==> config.mk <==
export PLATFORM = sky130hd
export DESIGN_NAME = wr_ddr_packer_flat
export DESIGN_NICKNAME = d
export VERILOG_FILES = /design/src/rtl/wr_ddr_packer_if.sv /design/src/rtl/wr_ddr_packer.sv /design/src/flat_wrapper.sv
export SDC_FILE = /design/constraint.sdc
export NUM_CORES = 2
export LEC_CHECK = 0
export BUFFER_PORTS_ARGS = -buffer_cell sky130_fd_sc_hd__buf_2
export CAP_MARGIN = 15
export CORE_ASPECT_RATIO = 0.7
export CORE_MARGIN = 4
export CORE_UTILIZATION = 40
export DETAILED_ROUTE_END_ITERATION = 12
export GPL_ROUTABILITY_DRIVEN = 0
export GPL_TIMING_DRIVEN = 0
export PLACE_DENSITY = 0.6
export SLEW_MARGIN = 15
export SYNTH_ARGS = -nofsm -noshare
export SYNTH_HDL_FRONTEND = slang
export SYNTH_MEMORY_MAX_BITS = 65536
export SYNTH_SLANG_ARGS = --single-unit
==> constraint.sdc <==
create_clock -name clk -period 21.3 [get_ports clk]
set_input_delay 3.195 -clock clk [delete_from_list [all_inputs] [get_ports clk]]
set_output_delay 3.195 -clock clk [all_outputs]
set_load 0.01 [all_outputs]
==> src/rtl/wr_ddr_packer_if.sv <==
// Pixel-side beat input, DDR-side word output and FIFO status of the write packer.
interface wr_ddr_packer_if #(
    parameter int unsigned IN_WIDTH    = 64,
    parameter int unsigned OUT_WIDTH   = 256,
    parameter int unsigned DEPTH_WIDTH = 4
);
    logic                   in_valid;
    logic [IN_WIDTH-1:0]    in_data;
    logic                   in_last;
    logic                   in_ready;
    logic                   out_valid;
    logic [OUT_WIDTH-1:0]   out_data;
    logic                   out_last;
    logic                   out_ready;
    logic                   burst_req;
    logic [DEPTH_WIDTH:0]   level;
    logic                   almost_full;
    logic                   full;

    // Packer side
    modport slave (
        input  in_valid, in_data, in_last, out_ready,
        output in_ready, out_valid, out_data, out_last,
               burst_req, level, almost_full, full
    );

    // Video source / DDR master side
    modport master (
        output in_valid, in_data, in_last, out_ready,
        input  in_ready, out_valid, out_data, out_last,
               burst_req, level, almost_full, full
    );
endinterface

==> src/rtl/wr_ddr_packer.sv <==
// Packs four 64-bit pixel beats into one 256-bit DDR word and queues words
// in a show-ahead FIFO; requests a burst when a full burst or tail is ready.
module wr_ddr_packer #(
    parameter int unsigned IN_WIDTH        = 64,
    parameter int unsigned OUT_WIDTH       = 256,
    parameter int unsigned DEPTH_WIDTH     = 4,
    parameter int unsigned BURST_LEN       = 8,
    parameter int unsigned ALMOST_FULL_NUM = 12
) (
    input  logic              clk,
    input  logic              rst,
    wr_ddr_packer_if.slave    bus
);
    localparam int unsigned LANES  = OUT_WIDTH / IN_WIDTH;
    localparam int unsigned LANE_W = $clog2(LANES);
    localparam int unsigned DEPTH  = 1 << DEPTH_WIDTH;
    localparam int unsigned LVL_W  = DEPTH_WIDTH + 1;

    localparam logic [LANE_W-1:0] LAST_LANE = LANE_W'(LANES - 1);
    localparam logic [LVL_W-1:0]  FULL_LVL  = LVL_W'(DEPTH);
    localparam logic [LVL_W-1:0]  BURST_LVL = LVL_W'(BURST_LEN);
    localparam logic [LVL_W-1:0]  AF_LVL    = LVL_W'(ALMOST_FULL_NUM);

    typedef struct packed {
        logic                 last;
        logic [OUT_WIDTH-1:0] data;
    } entry_t;

    entry_t               mem [DEPTH];
    entry_t               head;
    logic [LANE_W-1:0]    lane_q;
    logic [OUT_WIDTH-1:0] pack_q;
    logic [OUT_WIDTH-1:0] word_c;
    logic [LVL_W-1:0]     wr_ptr_q;
    logic [LVL_W-1:0]     rd_ptr_q;
    logic [LVL_W-1:0]     level_q;
    logic [LVL_W-1:0]     tail_q;
    logic [LVL_W-1:0]     wr_ptr_nxt;
    logic [LVL_W-1:0]     rd_ptr_nxt;
    logic [LVL_W-1:0]     level_nxt;
    logic [LVL_W-1:0]     tail_nxt;
    logic                 ready_q;
    logic                 valid_q;
    logic                 full_q;
    logic                 af_q;
    logic                 burst_q;
    logic                 accept;
    logic                 push;
    logic                 pop;

    assign head = mem[rd_ptr_q[DEPTH_WIDTH-1:0]];

    // Handshakes, word assembly and next FIFO occupancy
    always_comb begin
        accept     = bus.in_valid && ready_q;
        push       = accept && ((lane_q == LAST_LANE) || bus.in_last);
        pop        = valid_q && bus.out_ready;
        word_c     = pack_q;
        word_c[32'(lane_q) * IN_WIDTH +: IN_WIDTH] = bus.in_data;
        wr_ptr_nxt = wr_ptr_q + LVL_W'(push);
        rd_ptr_nxt = rd_ptr_q + LVL_W'(pop);
        level_nxt  = wr_ptr_nxt - rd_ptr_nxt;
        tail_nxt   = tail_q + LVL_W'(push && bus.in_last) - LVL_W'(pop && head.last);
    end

    // Lane counter, pointers and registered status flags
    always_ff @(posedge clk or negedge rst) begin
        if (!rst) begin
            lane_q   <= '0;
            pack_q   <= '0;
            wr_ptr_q <= '0;
            rd_ptr_q <= '0;
            level_q  <= '0;
            tail_q   <= '0;
            ready_q  <= 1'b1;
            valid_q  <= 1'b0;
            full_q   <= 1'b0;
            af_q     <= 1'b0;
            burst_q  <= 1'b0;
        end else begin
            if (accept) begin
                if (push) begin
                    lane_q <= '0;
                    pack_q <= '0;
                end else begin
                    lane_q <= lane_q + LANE_W'(1);
                    pack_q <= word_c;
                end
            end
            wr_ptr_q <= wr_ptr_nxt;
            rd_ptr_q <= rd_ptr_nxt;
            level_q  <= level_nxt;
            tail_q   <= tail_nxt;
            ready_q  <= (level_nxt != FULL_LVL);
            valid_q  <= (level_nxt != '0);
            full_q   <= (level_nxt == FULL_LVL);
            af_q     <= (level_nxt >= AF_LVL);
            burst_q  <= (level_nxt >= BURST_LVL) || (tail_nxt != '0);
        end
    end

    // Word storage; upper lanes of a flushed word are already zero in pack_q
    always_ff @(posedge clk) begin
        if (push) begin
            mem[wr_ptr_q[DEPTH_WIDTH-1:0]] <= '{last: bus.in_last, data: word_c};
        end
    end

    assign bus.in_ready    = ready_q;
    assign bus.out_valid   = valid_q;
    assign bus.out_data    = valid_q ? head.data : '0;
    assign bus.out_last    = valid_q && head.last;
    assign bus.burst_req   = burst_q;
    assign bus.level       = level_q;
    assign bus.almost_full = af_q;
    assign bus.full        = full_q;
endmodule

==> src/flat_wrapper.sv <==
// flat-port wrapper written by rule: the top's interface ports become plain ports
module wr_ddr_packer_flat 
#(
    parameter int unsigned IN_WIDTH        = 64,
    parameter int unsigned OUT_WIDTH       = 256,
    parameter int unsigned DEPTH_WIDTH     = 4,
    parameter int unsigned BURST_LEN       = 8,
    parameter int unsigned ALMOST_FULL_NUM = 12
)
  (clk, rst, bus_in_valid, bus_in_data, bus_in_last, bus_out_ready, bus_in_ready, bus_out_valid, bus_out_data, bus_out_last, bus_burst_req, bus_level, bus_almost_full, bus_full);
  wr_ddr_packer_if #(.IN_WIDTH(IN_WIDTH), .OUT_WIDTH(OUT_WIDTH), .DEPTH_WIDTH(DEPTH_WIDTH)) bus_i ();
  input  logic clk;
  input  logic rst;
  input wire logic [$bits(bus_i.in_valid)-1:0] bus_in_valid;
  input wire logic [$bits(bus_i.in_data)-1:0] bus_in_data;
  input wire logic [$bits(bus_i.in_last)-1:0] bus_in_last;
  input wire logic [$bits(bus_i.out_ready)-1:0] bus_out_ready;
  output wire logic [$bits(bus_i.in_ready)-1:0] bus_in_ready;
  output wire logic [$bits(bus_i.out_valid)-1:0] bus_out_valid;
  output wire logic [$bits(bus_i.out_data)-1:0] bus_out_data;
  output wire logic [$bits(bus_i.out_last)-1:0] bus_out_last;
  output wire logic [$bits(bus_i.burst_req)-1:0] bus_burst_req;
  output wire logic [$bits(bus_i.level)-1:0] bus_level;
  output wire logic [$bits(bus_i.almost_full)-1:0] bus_almost_full;
  output wire logic [$bits(bus_i.full)-1:0] bus_full;
  assign bus_i.in_valid = bus_in_valid;
  assign bus_i.in_data = bus_in_data;
  assign bus_i.in_last = bus_in_last;
  assign bus_i.out_ready = bus_out_ready;
  assign bus_in_ready = bus_i.in_ready;
  assign bus_out_valid = bus_i.out_valid;
  assign bus_out_data = bus_i.out_data;
  assign bus_out_last = bus_i.out_last;
  assign bus_burst_req = bus_i.burst_req;
  assign bus_level = bus_i.level;
  assign bus_almost_full = bus_i.almost_full;
  assign bus_full = bus_i.full;
  wr_ddr_packer #(.IN_WIDTH(IN_WIDTH), .OUT_WIDTH(OUT_WIDTH), .DEPTH_WIDTH(DEPTH_WIDTH), .BURST_LEN(BURST_LEN), .ALMOST_FULL_NUM(ALMOST_FULL_NUM)) u_core (.clk(clk), .rst(rst), .bus(bus_i));
endmodule
Word level (Yosys, flattened, before mapping). Memory sizes are Yosys's and may differ from the RTL's. Index checks and enable logic that the tools add are counted.

$add $sub $neg: 7. Magnitude comparators: 2. Eq/ne operators: 3. Shifts and indexed selects: 2. Mux-type cells: 6. Reductions and logical operators: 10.

Operators by type and width (number): $mux W256 (2); $bwmux W256 (1); $shift A64 B34 Y256 const A (1); $shiftx A64 B34 Y256 (1); $neg A8 Y34 (1); $add A5 B1 Y5 (3); $ge A5 B4 Y1 const B (2); $reduce_bool A5 Y1 (2); $logic_and A1 B1 Y1 (6); $eq A5 B5 Y1 const B (1); $ne A5 B5 Y1 const B (1); $sub A5 B1 Y5 (1); $sub A5 B5 Y5 (1); $add A2 B1 Y2 const B (1); $eq A2 B2 Y1 const B (1); $logic_or A1 B1 Y1 (2); $mux W1 (2); $mux W2 (1).

Register bits: 283. RAM bits: 4112. Memories kept: 1.

Memories: u_core.mem (depth 16, width 257, rd ports 1, clocked after memory_dff 0, wr ports 1, RTL line wr_ddr_packer.sv:29) `entry_t mem [DEPTH];`.

Logic depth before layout (Yosys ltp).
Depth in word-level cells: 8. Mapped depth: 16. Gate-level depth less buffers: 14.

Least setup slack after synthesis. Ideal clock, no wire load.

Path kind: input to register. Start: in bus_in_valid. End: mem u_core.mem[0][0] (netlist bit), enable pin. Setup time: 1189 ps. Arrival: 21198 ps. Required time: 20111 ps. Path slack: -1087 ps. Stages: 3. Path buffers: 0. Cell sequence: nand2_1 -> or4_1 -> nor3_1.

Cells in the longest elaborated chain, start to end: 4.

Ends and longest elaborated chain: from (decl) (RTL line flat_wrapper.sv:14) `input wire logic [$bits(bus_i.in_valid)-1:0] bus_in_valid;`; $logic_and A1 B1 Y1 (RTL line wr_ddr_packer.sv:55) `accept = bus.in_valid && ready_q;`; $logic_and A1 B1 Y1 (RTL line wr_ddr_packer.sv:56) `push = accept && ((lane_q == LAST_LANE) || bus.in_last);`; $mux W1 (RTL line wr_ddr_packer.sv:104) `if (push) begin`; $mux W1 (implied by the code) (RTL line wr_ddr_packer.sv:105) `mem[wr_ptr_q[DEPTH_WIDTH-1:0]] <= '{last: bus.in_last, data: word_c};`; to (decl) (RTL line wr_ddr_packer.sv:29).

Every way passes these cells.

Worst setup path in the final report.
Start: reg u_core.rd_ptr_q[1]. End: out bus_out_data[112].

Cells in the longest elaborated chain, start to end: 2.

Ends and longest elaborated chain: from (decl) (RTL line wr_ddr_packer.sv:35) `logic [LVL_W-1:0] rd_ptr_q;`; from (signal assigned) (RTL line wr_ddr_packer.sv:91) `rd_ptr_q <= rd_ptr_nxt;`; $mem_v2 Z16 W257; $mux W256 (RTL line wr_ddr_packer.sv:111) `assign bus.out_data = valid_q ? head.data : '0;`; to (decl) (RTL line flat_wrapper.sv:20) `output wire logic [$bits(bus_i.out_data)-1:0] bus_out_data;`.

Every way passes these cells.

==> results.py <==
metrics = {
    "power": {
        "power.switching_w": 0.00846,
        "internal_power_w": 0.0172,
        "pwr-share-clk": 0.287,
        "leakage_nw": 64.4,
        "p_seq_frac": 0.395,
        "power_density_nw_per_um2": 130,
        "peakVddDrop_mv": 0.102,
        "p_sw_frac": 0.329,
        "p_comb_frac": 0.318,
    },
    "cts": {
        "cts_tree": "built",
        "hold_buffers": 0,
        "cts_buffers": 397,
        "insertion_delay_ns": 0.94,
        "htree_levels": 5,
        "root_buffer": "clkbuf_16",
        "clock_sinks": 4395,
        "clkTransAtPathRegs_ns": 0.07,
        "cts_resized": 0,
        "post-cts-setup-buffers": 0,
        "cts_buffer_depth": 4,
    },
    "setup_path": {
        "crit_type": "reg2out",
        "critPathArrivalTime_ns": 5.47,
        "crit_path_top_delay_cell": "buf_2",
        "cp_max_fo": 10,
        "crit_path_start_kind": "flip-flop",
        "crit_path_cell_trace": "buf_2 -> buf_2 -> buf_1 -> mux4_2 -> a22oi_1 -> a21boi_1 -> buf_2",
        "critPathMaxStageDelay_ns": 0.87,
        "cpMostUsedCell": "buf_2",
        "cp-end-kind": "primary output",
        "critPathRequiredTime_ns": 18.11,
    },
    "sta": {
        "rsz0062_at_grt": "false",
        "layout_min_cycle_time_ns": 8.67,
        "max_freq_ghz": 0.115,
        "setup_viol": 0,
        "worstMarginPinSlew_ns": 1.21,
        "final_hold_viol_count": 0,
        "relSlewSlack": 0.187,
        "timing.final.crit_share": 0.407,
        "worst_slack_ns": 12.63,
        "fin_skew_ns": 0.0414,
        "setup_tns_ns": 0,
        "slew_viol_final": 0,
    },
    "yosys": {
        "synthArstFlopShare": 0.0644,
        "syn_inst": 7822,
        "synth_area_per_cell_sq_um": 21.5,
        "ys_types": 39,
        "synth-main-ff-cell": "edfxtp_1",
        "ys_warn_count": 0,
        "synth_edf_count": 4112,
        "ys_seq_elements": 4395,
        "syn_area_sq_um": 168000,
        "synth_nets": 7913,
        "ys_seq_area_frac": 0.777,
    },
    "floorplan": {
        "die_y_um": 550,
        "core_sq_um": 417000,
        "io_pins": 336,
        "die_area_sq_um": 431000,
        "fp.dieW_um": 783,
        "rows": 198,
        "start_util": 0.403,
    },
    "final_layout": {
        "fin_nets": 8994,
        "syn_to_final_growth_pct": 17.5,
        "fin_util": 0.473,
        "design_area_sq_um": 197000,
        "drive_gt1_frac": 0.284,
    },
    "drt": {
        "vias": 87954,
        "drt-total-wl_mm": 501,
        "first_iter_violations": 12768,
        "wire_per_inst_um": 33.7,
        "viasPerCell": 5.91,
        "dr.pass1.iters": 5,
        "ant_nets": 0,
        "post-route-drc-count": 0,
    },
    "grt": {
        "grt_overflow": 0,
        "antenna_found_initial": 93,
        "grt_pass1_wl_mm": 691,
        "grt_max_degree": 68,
        "track_usage": 0.228,
        "grt_pass1_vias": 87167,
    },
    "placement": {
        "pre_cts_slack_ns": 13.61,
        "dpl.hpwl_mm": 343,
        "port_buffers": 335,
        "placed_area_sq_um": 184000,
    },
    "worst_hold_path": {
        "hold_class": "reg2reg",
    },
    "status": {
        "status": "finished, final reports clean",
    },
    "flow_run": {
        "drv_cap": 0,
    },
}
critical path, delay by kind of cell (launching register included):
family                 cells  cell delay [ns]
DFF                        1             0.79
AOI/OAI and AO/OA          2             0.81
muxes                      1             0.37
buffers and inverters      4             2.51
layout make-up:
class	instances	area (sq um)
Antenna cell	48	120
Timing Repair Buffer	682	8510
Clock inverter	195	2250
Inverter	275	1030
Sequential cell	4395	131000
Fill cell	33853	220000
Multi-Input combinational cell	2669	34700
Tap cell	5600	7010
Buffer	483	2230
Clock buffer	538	11000
worst paths after layout:
kind / endpoint / cells past startpoint / slack, ns / from
min reg2reg: u_core.wr_ptr_q[4]$_DFF_PN0_ / 1 / 0.50 / u_core.wr_ptr_q[4]$_DFF_PN0_
min: u_core.wr_ptr_q[4]$_DFF_PN0_ / 1 / 0.50 / u_core.wr_ptr_q[4]$_DFF_PN0_
min in group asynchronous: u_core.pack_q[9]$_DFFE_PN0N_ / 1 / 2.15 / rst
max reg2reg: u_core.mem[4][139]$_DFFE_PP_ / 15 / 16.16 / u_core.lane_q[0]$_DFFE_PN0N_
max in group asynchronous: u_core.pack_q[219]$_DFFE_PN0N_ / 3 / 17.95 / rst
max: bus_out_data[112] / 7 / 12.63 / u_core.rd_ptr_q[1]$_DFF_PN0_
cells by family (layout without fill, tap and decap cells):
family          count (synthesis)  count (layout)  share of synthesized area
compound gates               1291            1291                     0.0557
xor+xnor                       15              15                   0.000864
fa+ha+maj                      22              22                    0.00173
buf+inv                       758            2173                     0.0193
flops                        4395            4395                      0.777
mux                          1029            1029                      0.138
other cells                     0              48                          0
simple gates                  312             312                    0.00751
power groups by stage:
stage	clock [W]	sequential, W	combinational [W]
floorplan	0	0.0105	0.00451
global placement	0	0.0108	0.00795
detailed placement	0	0.0103	0.00831
CTS	0.00745	0.0102	0.00833
global route	0.00783	0.0102	0.00863
finish	0.00736	0.0102	0.00817
flip-flops by register name, indices dropped and copies added, names as in the netlist:
| name | flops |
|---|---|
| u_core.bus.almost_full | 1 |
| u_core.bus.burst_req | 1 |
| u_core.bus.full | 1 |
| u_core.bus.in_ready | 1 |
| u_core.bus.level | 5 |
| u_core.bus.out_valid | 1 |
| u_core.lane_q | 2 |
| u_core.mem | 4112 |
| u_core.pack_q | 256 |
| u_core.rd_ptr_q | 5 |
| u_core.tail_q | 5 |
| u_core.wr_ptr_q | 5 |
cell usage after synthesis, types with 3 or more instances:
cell / count / area, sq um
ha_1: 20 / 250
buf_4: 59 / 443
o21ai_0: 16 / 80.1
nor3_2: 3 / 30.0
clkbuf_1: 223 / 837
a21oi_1: 4 / 20.0
a22oi_1: 514 / 3860
and2_1: 4 / 25.0
buf_2: 139 / 696
nand2_1: 262 / 983
nand2b_1: 3 / 18.8
buf_1: 62 / 233
nand3_1: 5 / 25.0
nand3b_1: 3 / 22.5
edfxtp_1: 4112 / 123000
a21boi_1: 256 / 1920
mux4_2: 1028 / 23200
xnor2_1: 8 / 70.1
dfrtp_1: 282 / 7060
xor2_1: 6 / 52.6
nor2_1: 18 / 67.6
a22o_1: 257 / 2250
o21ai_1: 241 / 1210
inv_1: 274 / 1030
nor3_1: 6 / 30.0
routing by layer:
layer | part of all wire | track usage
met1 | 0.39 | 0.319
met2 | 0.46 | 0.351
met3 | 0.11 | 0.0618
met4 | 0.034 | 0.0723
met5 | 0.00028 | 0
cells in the final DEF, fill, tap and decap left out, types with 20 or more instances in the layout:
| cell type | n |
|---|---|
| inv_1 | 274 |
| clkinv_1 | 47 |
| a22o_1 | 257 |
| o21ai_1 | 175 |
| dfrtp_1 | 281 |
| clkbuf_8 | 40 |
| clkbuf_2 | 20 |
| buf_1 | 62 |
| buf_4 | 75 |
| buf_16 | 84 |
| ha_1 | 20 |
| diode_2 | 48 |
| buf_12 | 141 |
| nand2_1 | 261 |
| bufinv_16 | 44 |
| clkbuf_1 | 299 |
| mux4_2 | 1028 |
| a22oi_1 | 514 |
| buf_8 | 100 |
| a21boi_1 | 256 |
| buf_2 | 473 |
| clkinv_2 | 66 |
| o21ai_2 | 82 |
| clkbuf_16 | 402 |
| edfxtp_1 | 4112 |
stage by stage:
stage               cells  power, W  hold slack [ns]
finish              14885    0.0257            0.505
global route        14851    0.0266            0.515
CTS                 14826    0.0259            0.510
detailed placement  14093    0.0187            0.491
global placement    13757    0.0187            0.482
floorplan            7822    0.0150            0.453
No activity file was read; power rests on OpenSTA's default activity.
